===== src/rtl/clock_sequencer.sv =====
// ============================================================================
//  Module   : clock_sequencer
//  Purpose  : Post-MMCM reset sequencer and 8/4 MHz clock-enable generator
//             for the 56 MHz domain. Synchronises the MMCM lock flag, holds
//             the core in reset for HOLD cycles after lock, re-enters the
//             hold on a soft-reset request, and produces single-cycle
//             enable strobes in place of derived clocks.
//  Revision : 1.0 - initial release
// ============================================================================
`default_nettype none

module clock_sequencer #(
    parameter int HOLD = 1024,  // cycles spent in HOLD before ready rises
    parameter int DIV  = 7      // 8 MHz divide ratio from 56 MHz
) (
    input  logic clock,
    input  logic reset,         // asynchronous, active-low
    input  logic locked,        // MMCM lock flag, asynchronous to clock
    input  logic request,       // soft-reset pulse, synchronous to clock
    output logic ready,
    output logic ce8p,
    output logic ce8n,
    output logic ce4p,
    output logic ce4n
);

    localparam int HW = $clog2(HOLD) + 1;
    localparam int PW = $clog2(2 * DIV);

    localparam logic [HW-1:0] HC_LAST = HW'(HOLD - 1);
    localparam logic [PW-1:0] PH_LAST = PW'(2 * DIV - 1);
    localparam logic [PW-1:0] PH_DIV  = PW'(DIV);
    localparam logic [PW-1:0] PH_HALF = PW'(DIV / 2);

    typedef enum logic [1:0] {
        ST_WAIT = 2'd0,
        ST_HOLD = 2'd1,
        ST_RUN  = 2'd2
    } state_t;

    state_t        state;
    state_t        state_nx;
    logic          s1;
    logic          s2;
    logic [HW-1:0] hc;
    logic [HW-1:0] hc_nx;
    logic [PW-1:0] ph;
    logic [PW-1:0] ph_nx;
    logic [PW-1:0] ph_mod;
    logic          active;
    logic          ready_nx;
    logic          ce8p_nx;
    logic          ce8n_nx;
    logic          ce4p_nx;
    logic          ce4n_nx;

    // Two-flop synchroniser for the asynchronous lock flag
    always_ff @(posedge clock or negedge reset) begin
        if (!reset) begin
            s1 <= 1'b0;
            s2 <= 1'b0;
        end else begin
            s1 <= locked;
            s2 <= s1;
        end
    end

    // State, counters and registered outputs
    always_ff @(posedge clock or negedge reset) begin
        if (!reset) begin
            state <= ST_WAIT;
            hc    <= '0;
            ph    <= '0;
            ready <= 1'b0;
            ce8p  <= 1'b0;
            ce8n  <= 1'b0;
            ce4p  <= 1'b0;
            ce4n  <= 1'b0;
        end else begin
            state <= state_nx;
            hc    <= hc_nx;
            ph    <= ph_nx;
            ready <= ready_nx;
            ce8p  <= ce8p_nx;
            ce8n  <= ce8n_nx;
            ce4p  <= ce4p_nx;
            ce4n  <= ce4n_nx;
        end
    end

    // Next-state, hold counter, phase counter and strobe decode
    always_comb begin
        state_nx = state;
        hc_nx    = hc;

        case (state)
            ST_WAIT: begin
                hc_nx = '0;
                if (s2) begin
                    state_nx = ST_HOLD;
                end
            end
            ST_HOLD: begin
                // Lock loss outranks everything; a request outranks the
                // terminal count so a late request still restarts the hold.
                if (!s2) begin
                    state_nx = ST_WAIT;
                    hc_nx    = '0;
                end else if (request) begin
                    hc_nx = '0;
                end else if (hc == HC_LAST) begin
                    state_nx = ST_RUN;
                    hc_nx    = '0;
                end else begin
                    hc_nx = hc + 1'b1;
                end
            end
            ST_RUN: begin
                if (!s2) begin
                    state_nx = ST_WAIT;
                    hc_nx    = '0;
                end else if (request) begin
                    state_nx = ST_HOLD;
                    hc_nx    = '0;
                end
            end
            default: begin
                state_nx = ST_WAIT;
                hc_nx    = '0;
            end
        endcase

        // Strobes and phase only run while in HOLD/RUN and not about to
        // drop to WAIT, so everything is already quiet on WAIT entry.
        active = (state != ST_WAIT) && (state_nx != ST_WAIT);

        if (!active) begin
            ph_nx = '0;
        end else if (ph == PH_LAST) begin
            ph_nx = '0;
        end else begin
            ph_nx = ph + 1'b1;
        end

        ph_mod   = (ph >= PH_DIV) ? (ph - PH_DIV) : ph;
        ce8p_nx  = active && (ph_mod == '0);
        ce8n_nx  = active && (ph_mod == PH_HALF);
        ce4p_nx  = active && (ph == '0);
        ce4n_nx  = active && (ph == PH_DIV);
        ready_nx = (state_nx == ST_RUN);
    end

endmodule

`default_nettype wire


===== config.mk =====
export PLATFORM = sky130hd
export DESIGN_NAME = clock_sequencer
export DESIGN_NICKNAME = d
export VERILOG_FILES = /design/src/rtl/clock_sequencer.sv
export SDC_FILE = /design/constraint.sdc
export NUM_CORES = 1
export LEC_CHECK = 0
export CAP_MARGIN = 10
export CORE_ASPECT_RATIO = 1.5
export CORE_MARGIN = 3
export CORE_UTILIZATION = 45
export CTS_BUF_LIST = sky130_fd_sc_hd__clkbuf_4 sky130_fd_sc_hd__clkbuf_8
export CTS_CLUSTER_SIZE = 10
export DETAILED_ROUTE_END_ITERATION = 6
export MAX_ROUTING_LAYER = met4
export SLEW_MARGIN = 0
export SYNTH_ARGS = -nofsm -noshare
export SYNTH_HDL_FRONTEND = slang
export SYNTH_SLANG_ARGS = --single-unit
export TNS_END_PERCENT = 50

===== constraint.sdc =====
create_clock -name clock -period 3.2 [get_ports clock]
set_clock_uncertainty 0.1 [all_clocks]
set_input_delay 0.32 -clock clock [delete_from_list [all_inputs] [get_ports clock]]
set_output_delay 0.32 -clock clock [all_outputs]
set_load 0.01 [all_outputs]

==> results_dict.tcl <==
set metrics [dict create \
    grt_setup_unrepaired "no" \
    setup.worst_path.class "register to register" \
    dpl_cell_area_mm2 0.00131 \
    final_cell_mix "dfrtp_1 (24), nor2_1 (10), clkdlybuf4s50_1 (8)" \
    synth_edf_count 0 \
    cp.buffers_inverters 0 \
    clk_pin_slew_ps 130 \
    synth.distinct_cells 40 \
    grt_max_degree 25 \
    leakage_nw 0.575 \
    synthCells 111 \
    stdcell_area_mm2 0.00135 \
    htree_levels 1 \
    clock_path_buffers 2 \
    dp_hpwl_um 1520 \
    numCtsBuffers 3 \
    n_fill_cell 225 \
    chipWidth_um 48.3 \
    cts_setup_buffers 0 \
    dr.pass1.iters 4 \
    synth_area_leaders "dfrtp_1 (50%), ha_1 (4.1%), nor2_1 (3.1%), a21oi_1 (2.5%), nand4bb_4 (2.3%)" \
    drc_errors 0 \
    vias 853 \
    synth-seq-area-share_pct 49.8 \
    peakVddDrop_mv 0.233 \
    synth-simple-area-share_pct 20.5 \
    pin_count 9 \
    synth_warnings 0 \
    placementRows 22 \
    grt_pass1_vias 898 \
    cp_data_arrival_time_ps 1740 \
    synth_fa_ha_area_share_pct 4.15 \
    core_area_mm2 0.00250 \
    place_congestion 0.799 \
    clockRootBuffer "clkbuf_4" \
    setup_violations 0 \
    crit_required_ps 3310 \
    areaGrowthSynthToFinish_pct 11.8 \
    finalHoldViolations 0 \
    grt-ovfl-total 0 \
    maxSlewHeadroom_pct 70.4 \
    status "finished clean" \
    synth_area_per_cell_um2 10.9 \
    synth_top_area_share_pct 49.8 \
    min_period_over_period_pct 50.9 \
    antenna_found_initial 0 \
    die_area_mm2 0.00335 \
    final_common_cell "dfrtp_1" \
    critPathLaunchType "register" \
    numPortBuffers 8 \
    synthesis.area_mm2 0.00121 \
    gr-usage-all-layers_pct 15.5 \
    viasPerCell 5.47 \
    p_per_area_mw_per_mm2 373 \
    synthArstFlopShare_pct 100 \
    synth_compound_area_share_pct 16.0 \
    slew_violations 0 \
    drive_above_1_share_pct 11.7 \
    cts_resized 0 \
    synth_top_cell_by_area "dfrtp_1" \
    hold_class "input port to asynchronous set/reset pin" \
    die_y_um 69.4 \
    synth_ff_type "dfrtp_1" \
    synth-seq-cells 24 \
    synthXorXnorAreaFrac_pct 2.90 \
    end_kind "register" \
    cts_hold_buffers 0 \
    wl_per_cell_um 13.5 \
    fin_nets 129 \
    crit_fanout 8 \
    fmax_mhz 614 \
    initial_core_util_pct 48.2 \
    cts.sinks 24 \
    synth_top_family_by_area "simple AND/OR/NAND/NOR gates" \
    crit_chain "ha_1 -> and4_4 -> a31oi_4 -> mux2_2" \
    initialDrtViolationCount 22 \
    finalSetupTns_ps 0 \
    grt_pass1_wl_um 3840 \
    synth_nets 119 \
    routed_wl_um 2100 \
    muxShareOfSynthArea_pct 2.59 \
    finalCriticalPeriod_ps 1630 \
    slowest_delay_ps 470 \
    diodes 0 \
    ant_nets 0 \
    cp_slowest_cell "dfrtp_1" \
    cts_tree "done" \
    tightest_slew_ps 444 \
    clk_latency_ps 310 \
    critPathTopFamily "flip-flops" \
    drv_cap 0 \
    total_power_mw 0.503 \
]
==> cell usage after synthesis, drive strengths merged (3+ instances only) <==
| cell | number |
|---|---|
| dfrtp | 24 |
| nor2 | 10 |
| a21oi | 6 |
| inv | 6 |
| nand2 | 6 |
| nand3 | 6 |
| o21ai | 5 |
| buf | 4 |
| ha | 4 |
| nand4 | 4 |
| and4 | 3 |
| o31ai | 3 |
==> per-stage QoR <==
stage                     hold slack [ps]  setup slack (ps)  utilization [%]  std cells
after floorplan                     -75.6              1650                -        111
after global placement                238              1390             52.4        152
after detailed placement              244              1330             52.4        152
after CTS                             253              1560             53.8        156
after global routing                  275              1460             53.8        156
final                                 249              1570             53.8        156
==> cell type report <==
class	count	area (um^2)	area share, %
tap	36	45.0	3.34
timing repair buffer	9	87.6	6.49
multi-input combinational	77	557	41.3
inverter	6	22.5	1.67
sequential	24	601	44.5
clock buffer	4	36.3	2.69
==> cells by family after synthesis <==
group / after synthesis
simple gates: 40
compound gates: 26
flops: 24
buf+inv: 10
xor+xnor: 4
fa+ha+maj: 4
mux: 3
==> layer usage <==
metal,vias to the layer above,global-route usage [%],share of wire (%)
li1,419,-,-
met1,426,20.0,45
met2,6,24.3,53
met3,2,1.56,1.2
met4,0,5.39,0.81
met5,-,-,0
==> worst register-to-register path, stage by stage, from the launching register on <==
cell     delay (ps)
dfrtp_1         470
ha_1            240
and4_4          310
a31oi_4         140
mux2_2          280
==> where the power goes <==
part / switching [mW] / total (mW) / internal (mW)
combinational: 0.0181 / 0.0329 / 0.0148
sequential: 0.00620 / 0.315 / 0.308
clock: 0.0865 / 0.156 / 0.0694
==> final timing paths <==
kind	slack, ps	end	from	cells after the start
min in group clock	270	s2	s1	0
hold reg to reg	270	s2	s1	0
setup / recovery	1570	hc[0]	hc[0]	4
hold / removal	250	hc[0]	reset	2
setup reg to reg	1570	hc[0]	hc[0]	4
max in group asynchronous	2520	hc[1]	reset	2
==> registers in the layout, indices dropped and copies added, names as in the netlist <==
| name | count |
|---|---|
| s1 | 1 |
| ce8p | 1 |
| ph | 4 |
| state | 2 |
| ready | 1 |
| ce4p | 1 |
| s2 | 1 |
| ce8n | 1 |
| hc | 11 |
| ce4n | 1 |
Note: power is estimated with default switching activity, not from simulation.
